--- src/rtl/thrust_conditioner.sv ---
// Thrust conditioner: maps the analog stick or a ticked D-pad ramp onto an 8-bit thrust value.
// Optional analog slew limiting is compiled in with the THRUST_SLEW_EN macro.
module thrust_conditioner #(
  parameter int unsigned TICK_DIV   = 196850,
  parameter int unsigned THRUST_MAX = 254
) (
  input  logic       clk_50,
  input  logic       reset,
  input  logic [7:0] analog_y,
  input  logic       dpad_up,
  input  logic       dpad_down,
  input  logic       dpad_mode,
  output logic [7:0] thrust,
  output logic       thrust_chg,
  output logic       state_dbg
);

  localparam logic [0:0]  ST_ANALOG = 1'b0;
  localparam logic [0:0]  ST_DPAD   = 1'b1;
  localparam logic [19:0] TICK_LAST = 20'(TICK_DIV - 1);
  localparam logic [7:0]  MAX8      = 8'(THRUST_MAX);

  logic [19:0] tick_cnt;
  logic        tick;
  logic [0:0]  state;
  logic [7:0]  acc;
  logic [7:0]  acc_step;
  logic [8:0]  target_raw;
  logic [7:0]  target;
  logic [7:0]  thrust_nxt;

  assign tick      = (tick_cnt == TICK_LAST);
  assign state_dbg = state;

  // 127 - y with y sign-extended to 9 bits; the result always lies in 0..255.
  assign target_raw = 9'd127 - {analog_y[7], analog_y};
  assign target     = (target_raw > {1'b0, MAX8}) ? MAX8 : target_raw[7:0];

  always_comb begin
    acc_step = acc;
    if (tick && dpad_up && !dpad_down && (acc < MAX8)) begin
      acc_step = acc + 8'd1;
    end else if (tick && dpad_down && !dpad_up && (acc != 8'd0)) begin
      acc_step = acc - 8'd1;
    end
  end

  always_comb begin
    thrust_nxt = thrust;
    if (state == ST_DPAD) begin
      thrust_nxt = acc_step;
    end else begin
`ifdef THRUST_SLEW_EN
      if (tick) begin
        if (thrust < target) begin
          thrust_nxt = thrust + 8'd1;
        end else if (thrust > target) begin
          thrust_nxt = thrust - 8'd1;
        end
      end
`else
      thrust_nxt = target;
`endif
    end
  end

  // The accumulator always mirrors thrust, so entering DPAD starts from the current output.
  always_ff @(posedge clk_50) begin
    if (reset) begin
      tick_cnt   <= 20'd0;
      state      <= ST_ANALOG;
      acc        <= 8'd0;
      thrust     <= 8'd0;
      thrust_chg <= 1'b0;
    end else begin
      tick_cnt   <= tick ? 20'd0 : tick_cnt + 20'd1;
      state      <= dpad_mode ? ST_DPAD : ST_ANALOG;
      acc        <= thrust_nxt;
      thrust     <= thrust_nxt;
      thrust_chg <= (thrust_nxt != thrust);
    end
  end

endmodule

--- config.mk ---
export PLATFORM = sky130hd
export DESIGN_NAME = thrust_conditioner
export DESIGN_NICKNAME = d
export VERILOG_FILES = /design/src/rtl/thrust_conditioner.sv
export SDC_FILE = /design/constraint.sdc
export NUM_CORES = 1
export LEC_CHECK = 0
export ABC_AREA = 0
export BUFFER_PORTS_ARGS = -buffer_cell sky130_fd_sc_hd__buf_4
export CORE_MARGIN = 5
export CORE_UTILIZATION = 25
export CTS_BUF_LIST = sky130_fd_sc_hd__clkbuf_4
export DETAILED_ROUTE_END_ITERATION = 6
export GPL_TIMING_DRIVEN = 1
export PLACE_DENSITY = 0.39
export SYNTH_ARGS = -nofsm -noshare
export SYNTH_HDL_FRONTEND = slang
export SYNTH_SLANG_ARGS = --single-unit
--- constraint.sdc ---
create_clock -name clk_50 -period 2.2 [get_ports clk_50]
set_input_delay 0.33 -clock clk_50 [delete_from_list [all_inputs] [get_ports clk_50]]
set_output_delay 0.33 -clock clk_50 [all_outputs]
set_load 0.005 [all_outputs]
### After elaboration in Yosys (flattened, before gate mapping)

Cells that the tools add are included.

| word-level totals | value |
|---|---|
| word-level logic and storage cells | 27 |
| input bits | 13 |
| output and inout port bits | 10 |
| register bits after elaboration | 30 |

| operators by class | value |
|---|---|
| magnitude comparators | 2 |
| multiplexer cells | 5 |
| eq/ne operators | 2 |
| add/sub/neg operators | 4 |
| reduce and logical (&&, ||, !) cells | 10 |

Operators with widths:

| kind | number |
|---|---|
| $mux 8 | 4 |
| $add 20x1->20 const B | 1 |
| $eq 20x18->1 const B | 1 |
| $gt 9x8->1 const B | 1 |
| $sub 8x8->9 const A | 1 |
| $add 8x1->8 const B | 1 |
| $lt 8x8->1 const B | 1 |
| $ne 8x8->1 | 1 |
| $reduce_bool 8->1 | 1 |
| $sub 8x1->8 const B | 1 |
| $logic_and 1x1->1 | 6 |
| $logic_not 1->1 | 2 |
| $reduce_or 2->1 | 1 |
| $mux 1 | 1 |

### Logic depth before layout (Yosys ltp)

Gate-level depths: netlist (run 1).

| logic depth | value |
|---|---|
| depth after elaboration | 8 |
| depth in mapped cells | 8 |
| gate-level depth less buffers | 8 |

### Worst setup path before layout (run 1)

No wires, ideal clock.

| timing | value |
|---|---|
| kind | register -> register |
| start | reg acc[0] |
| end | reg acc[7] |
| required time | 2.114 ns |
| period minus slack after synthesis | 1.901 ns |
| stages on the path, launching flop included | 9 |
| buffers on the path | 0 |
| arrival | 1.816 ns |
| setup time | 0.086 ns |
| setup slack | 0.299 ns |
| cells stage by stage | dfxtp_1 inv_1 ha_1 or3b_2 o211ai_4 nor4b_1 o21ai_1 xor2_1 a211oi_1 |

| on the way | value |
|---|---|
| longest elaborated chain between the ends | 5 |
| elaborated cells on any way between the ends | 9 |
| those cells by class | add/sub: 2; order compare: 1; mux: 3; reduce/logical: 3 |

Ends and longest elaborated chain:

| element | RTL line | RTL |
|---|---|---|
| from (decl) | 26 | `logic [7:0] acc;` |
| from (signal assigned) | 78 | `acc <= thrust_nxt;` |
| branches (longest 3 deep; another with $sub 8x1->8) | -- |  |
| $mux 8 * | 41 | `if (tick && dpad_up && !dpad_down && (acc < MAX8)) begin` |
| $mux 8 * | 50 | `if (state == ST_DPAD) begin` |

Mark *: on every way between the ends.
A chain may end at the register's enable or synchronous reset.

### Worst setup path in the final report (run 1)

| timing | value |
|---|---|
| start | reg acc[0] |
| end | reg acc[2] |

The elaborated chain is that of the path after synthesis.

==> key figures, run 1 <==
Status
  • Status: complete, no violations

Yosys
  • Average cell area after synthesis: between 8 and 9 um2
  • Number of distinct library cells after synthesis: between 40 and 50
  • Register area share after synthesis: a little over a third
  • Number of synthesized flops with an enable pin: 0
  • Largest cells by area after synthesis: dfxtp_1, xor2_1, xnor2_1, nor2_1, ha_1
  • Top cell type's share of synthesized area: about a third
  • Most common cell in the netlist: dfxtp_1
  • Synthesized instance count: approximately 210
  • Synthesized area: approximately 1700 um2
  • Post-Syn Nets: about 230
  • Ys async rst share: 0%
  • Biggest area consumer among synthesized cells: dfxtp_1
  • Post-synth top cells: dfxtp_1, nor2_1, xor2_1, nand2_1, xnor2_1
  • Syn. warnings: 0
  • Synth Register Bits: 30
  • Top_reg_cell synth: dfxtp_1

Global routing
  • Vias in the first global route: between 1000 and 1500
  • Largest net degree at the start of global routing: 21
  • First-pass GRT wire length: around 7000 um
  • Total GRT Usage: roughly a tenth
  • Initial antenna violation count: 0
  • Aggregate global routing overflow: 0

Clocking
  • Postcts setup bufs: 0
  • CTS root buf: clkbuf_4
  • Clock Path Buffers: 2
  • Clock Sinks: 30
  • Num CTS Buffers: 5
  • CTS tree: done
  • Clock slew at reported path FFs: 0.10 ns
  • Worst-Skew Late Latency: approximately 0.32 ns
  • H-tree depth: 2

Power
  • Power Total: approximately 1.1 mW
  • Leakage: about 0.77 nW
  • Worst IR drop on VDD: 165 uV
  • Cell area power density: a little over 500 nW/um2

Placed design
  • Final HPWL DP: 3340 um
  • Dpl cells: about 310
  • IO Port Bufs: 22
  • Routability Congestion: a little under 0.8

Die
  • Die W: between 90 and 100 um
  • Die Area: 8660 um2
  • Die height: 93.1 um
  • IO Count: 23
  • Area of the core: roughly 6800 um2
  • Row Count: 30
  • Initial core utilization: between 20% and 30%

Setup path
  • CP max FO: 5
  • CP required: between 2 and 2.5 ns
  • Worst Path Buf+Inv: 1
  • Critical Path Sink Type: flop
  • CP Data Arrival Time: about 2.3 ns
  • Setup crit start kind: flop
  • Critical path class: flop to flop
  • CP cell instances: inv_2, ha_1, or3b_2, o211ai_1, o21ai_0, nand2_1, xor2_1, a211oi_1
  • CP max stage cell: or3b_2
  • Slowest cell delay on critical path: about 0.5 ns
  • Family with the most delay on the worst path: compound AO/OA/AOI/OAI gates

Layout
  • Finished Layout Cells: between 300 and 400
  • # diodes: 0
  • Util after Layout: a little under a third
  • Area occupied by multi-input gates: between 1000 and 1500 um2
  • FF+latch area: between 600 and 700 um2
  • Area grow syn2layout: 20.4%
  • Fin nets: approximately 260
  • Filler instances: between 700 and 800
  • Layout cell share with drive strength beyond 1: approximately 20%

STA
  • Endpoints failing setup: 0
  • Worst Skew: approximately 0.0046 ns
  • Fin. max-slew vios: 0
  • Final setup TNS: 0 ns
  • Worst-margin pin slew: 0.379 ns
  • Final worst-path cycle share: ~90%
  • Final min period: 2.03 ns
  • Final hold vios: 0
  • Hold slack: ~0.21 ns
  • Max-slew headroom: roughly three quarters
  • Achievable Freq: 0.493 GHz
  • Unrepaired setup endpoints after global routing: no

Routing
  • Via/cell ratio: roughly 4.7
  • First-pass DRT Iterations: 4
  • DRC: 0
  • DRT antenna net count: 0
  • Vias: between 1500 and 2000
  • Routed wire per std cell: around 14 um
  • Routed WL: about 4400 um
  • Drt initial violations: 34

Hold path
  • Worst hold path type: primary input to flop

Job
  • Max Cap Viol: 0
cell usage in the layout (no fill, tap or decap), drive strengths merged, types with 4 or more instances in the layout:
master  instances
ha              5
clkbuf          5
nand3          12
a21oi           8
nand2          14
dfxtp          30
nor2           29
a211oi          4
inv             7
xor2           17
nor3            8
xnor2          13
nor4            4
nand4           6
o21ai          10
nor2b           5
buf            32
sequential cells by signal (all words and copies together), names as in the netlist:
| signal | flops |
|---|---|
| thrust_chg | 1 |
| acc | 8 |
| state_dbg | 1 |
| tick_cnt | 20 |
kinds of logic (layout without fill, tap and decap cells):
family          after synthesis  after routing  share of synthesized area [%]
flops                        30             30                           34.8
mux                           2              2                           1.16
compound gates               33             33                           13.5
buf+inv                      16             47                           4.21
simple gates                 92             92                           27.5
fa+ha+maj                     5              5                           3.63
xor+xnor                     30             30                           15.2
cell type report:
class	instances	share of cell area (%)
multi-input cells	162	51.0
flip-flops and latches	30	28.9
repair buffers	32	11.6
well taps	80	4.82
clock buffers	5	1.81
inverters	8	1.44
clock inverters	2	0.482
final timing paths:
path | start | to | slack [ns] | cells past startpoint
setup / recovery | acc[0] | acc[2] | 0.17 | 8
hold / removal | dpad_mode | state_dbg | 0.21 | 2
setup reg to reg | acc[0] | acc[2] | 0.17 | 8
hold reg to reg | tick_cnt[0] | tick_cnt[0] | 0.48 | 1
power by group:
part	internal (mW)	leakage [nW]	switching (mW)
Combinational	0.0914	0.492	0.0971
Sequential	0.561	0.245	0.0210
Clock	0.115	0.0308	0.193
timing repair:
item / 4_1_cts / 5_1_grt
endpoints found under the setup margin: 0 / 2
hold buffers: 0 / 0
resized for setup: 0 / 2
metal layers:
layer	wire length, um	part of all wire [%]	up-vias	track usage [%]
li1	-	-	790	-
met1	2180	50	688	13.6
met2	1900	44	22	16.6
met3	225	5.1	6	3.62
met4	63	1.4	0	3.66
met5	0	0	-	0
stage by stage:
stage | area [um2] | worst slack [ns]
2_1_floorplan | 1730 | 0.299
3_3_place_gp | 2020 | 0.130
3_5_place_dp | 2020 | 0.0861
4_1_cts | 2070 | 0.0657
5_1_grt | 2080 | 0.0319
6_report | 2080 | 0.170
Power figures use the tool's default switching activity.
==> run 2: changes to the inputs <==
--- a/config.mk
+++ b/config.mk
@@ -6,13 +6,13 @@
 export NUM_CORES = 1
 export LEC_CHECK = 0
 export ABC_AREA = 0
-export BUFFER_PORTS_ARGS = -buffer_cell sky130_fd_sc_hd__buf_4
 export CORE_MARGIN = 5
 export CORE_UTILIZATION = 25
 export CTS_BUF_LIST = sky130_fd_sc_hd__clkbuf_4
 export DETAILED_ROUTE_END_ITERATION = 6
+export DONT_BUFFER_PORTS = 1
 export GPL_TIMING_DRIVEN = 1
-export PLACE_DENSITY = 0.39
+export PLACE_DENSITY = 0.36
 export SYNTH_ARGS = -nofsm -noshare
 export SYNTH_HDL_FRONTEND = slang
 export SYNTH_SLANG_ARGS = --single-unit
==> run 2 against run 1 <==
Against the previous run: via count is 2.7% lower; clock skew up 0.0010 ns; critical path depth unchanged; global-route usage up 0.69 points; flip-flop and latch count did not move; non-clock buffer count is 18 lower.
==> key figures, run 2 (synthesis gave the netlist of run 1 again) <==
STA
  • Final hold vios: 0 (unchanged)
  • Final min period: 2.00 ns (-0.0324 ns)
  • Fin. max-slew vios: 0 (unchanged)
  • Worst Skew: 0.00564 ns (+0.00104 ns)
  • Final setup TNS: 0 ns (unchanged)
  • Max-slew headroom: 71.6% (-3.1 points)
  • Worst-margin pin slew: 0.425 ns (+0.0460 ns)
  • Achievable Freq: 0.501 GHz (+1.6%)
  • Endpoints failing setup: 0 (unchanged)
  • Final worst-path cycle share: 90.8% (-1.5 points)
  • Unrepaired setup endpoints after global routing: no
  • Fin worst setup slack: 0.202 ns (+0.0324 ns)

Global routing
  • Vias in the first global route: 1430 (-0.97%)
  • Total GRT Usage: 11.3% (+0.69 points)
  • Largest net degree at the start of global routing: 21 (unchanged)
  • Aggregate global routing overflow: 0 (unchanged)
  • Initial antenna violation count: 0 (unchanged)
  • First-pass GRT wire length: 7600 um (+6.2%)

Setup path
  • R2R Path End: acc[2]
  • CP max stage cell: or3b_2
  • Family with the most delay on the worst path: simple AND/OR/NAND/NOR gates
  • Critical Path Sink Type: flop
  • Critical R2R Launch: acc[0]
  • CP cell instances: inv_1, ha_1, or3b_2, o211ai_1, o21ai_0, nand2_1, xor2_1, a211oi_2
  • Critical path class: flop to flop
  • Worst Path Buf+Inv: 1 (unchanged)
  • Reg-to-reg slack, setup: 0.20 ns (+0.03 ns)
  • Setup crit start kind: flop
  • Worst Reg-to-Reg Cells: 8 (unchanged)
  • CP max FO: 4 (-1)
  • Slowest cell delay on critical path: 0.52 ns (about the same)
  • WP depth: 8 (unchanged)
  • CP required: 2.42 ns (-0.03 ns)
  • CP Data Arrival Time: 2.22 ns (-0.06 ns)

Layout
  • Biggest register: tick_cnt
  • Layout cell share with drive strength beyond 1: 13.5% (-6.6 points)
  • Commonest non-fill, non-tap cell in the layout: dfxtp_1
  • Filler instances: 744 (+0.13%)
  • Top flop regs: tick_cnt (20), acc (8)
  • FF+latch area: 601 um2 (unchanged)
  • Max FFs per register: 20 (unchanged)
  • Most frequent cells in the layout: dfxtp_1, nor2_1, xor2_1
  • Util after Layout: 28.9% (-1.9 points)
  • Design Area, Final: 1950 um2 (-6.1%)
  • # diodes: 0 (unchanged)
  • Fin nets: 239 (-7.0%)
  • Area occupied by multi-input gates: 1060 um2 (+0.12%)
  • Finished Layout Cells: 302 (-5.3%)
  • Area grow syn2layout: 13.1%

Clocking
  • H-tree depth: 2 (unchanged)
  • Clock slew at reported path FFs: 0.10 ns (about the same)
  • Clock Path Buffers: 2 (unchanged)
  • CTS tree: done
  • Num CTS Buffers: 5 (unchanged)
  • Worst-Skew Late Latency: 0.33 ns (about the same)
  • CTS root buf: clkbuf_4
  • Hold Buf Count CTS: 0 (unchanged)
  • Clock Sinks: 30 (unchanged)

Placed design
  • Place WS: 0.207 ns (+0.121 ns)
  • Area after DPL: 1890 um2 (-6.7%)
  • Dpl cells: 294 (-5.8%)
  • Final HPWL DP: 3450 um (+3.2%)
  • IO Port Bufs: 0 (-100%)
  • Routability Congestion: 0.743 (-5.2%)

Routing
  • DRC: 0 (unchanged)
  • First-pass DRT Iterations: 4 (unchanged)
  • DRT antenna net count: 0 (unchanged)
  • Drt initial violations: 48 (+41%)
  • Routed wl met2: 1960 um (+2.8%)
  • Vias: 1465 (-2.7%)
  • Met3 WL post-DR: 209 um (-7.1%)
  • Via/cell ratio: 4.85 (+2.8%)
  • M1 wire length: 2320 um (+6.6%)
  • Max layer used: met4
  • Routed WL: 4550 um (+4.2%)
  • Routed wire per std cell: 15.1 um (+10%)

Hold path
  • WHS Endpoint: acc[2]
  • Cells on Worst Hold Path: 1 (-1)
  • Worst hold path type: primary input to flop
  • Hold path startpoint: reset

Die
  • Die W: 93.1 um (unchanged)
  • IO Count: 23 (unchanged)
  • Die height: 93.1 um (unchanged)
  • Area of the core: 6760 um2 (unchanged)
  • Row Count: 30 (unchanged)
  • Die Area: 8660 um2 (unchanged)
  • Initial core utilization: 25.5% (unchanged)

Status
  • Status: complete, no violations

Power
  • Leakage: 0.677 nW (-12%)
  • Worst IR drop on VDD: 152 uV (-8.1%)
  • Cell area power density: 544 nW/um2 (+4.9%)

Job
  • Max Cap Viol: 0 (unchanged)
-- run 2: worst max-delay path by stage --
stage | from | end
after floorplan | acc[0] | acc[7]
after global placement | acc[0] | thrust_chg
final | acc[0] | acc[2]
after global routing | acc[0] | acc[2]
after detailed placement | acc[0] | thrust_chg
after CTS | acc[0] | acc[2]
-- run 2: layer usage --
metal	vias to the layer above	GRT usage, %
met5	-	0
met4	0	4.03
met3	5	3.94
met2	20	16.1
met1	684	15.7
li1	756	-
-- run 2: final cells by class --
type	instances	area share (%)
Inverter	8	1.54
Tap cell	80	5.13
Timing Repair Buffer	14	5.39
Multi-Input combinational cell	162	54.4
Clock inverter	3	0.834
Sequential cell	30	30.8
Clock buffer	5	1.92
-- run 2: power breakdown --
| part | internal [mW] | switching (mW) | total [mW] |
|---|---|---|---|
| logic | 0.0699 | 0.0915 | 0.161 |
| registers | 0.561 | 0.0149 | 0.576 |
| clock network | 0.119 | 0.205 | 0.324 |
| total | 0.750 | 0.311 | 1.06 |
-- run 2: through the flow --
stage               hold WS, ns  power [mW]
floorplan                 0.407       0.702
global placement          0.406       0.752
detailed placement        0.406       0.750
CTS                      0.0283        1.09
global route             0.0159        1.13
finish                   0.0529        1.06
-- run 2: timing repair --
action | 4_1_cts | 5_1_grt
setup buffers | 0 | 0
endpoints found under the setup margin | 0 | 2
resized for setup | 0 | 2
hold endpoints to repair | 0 | 0
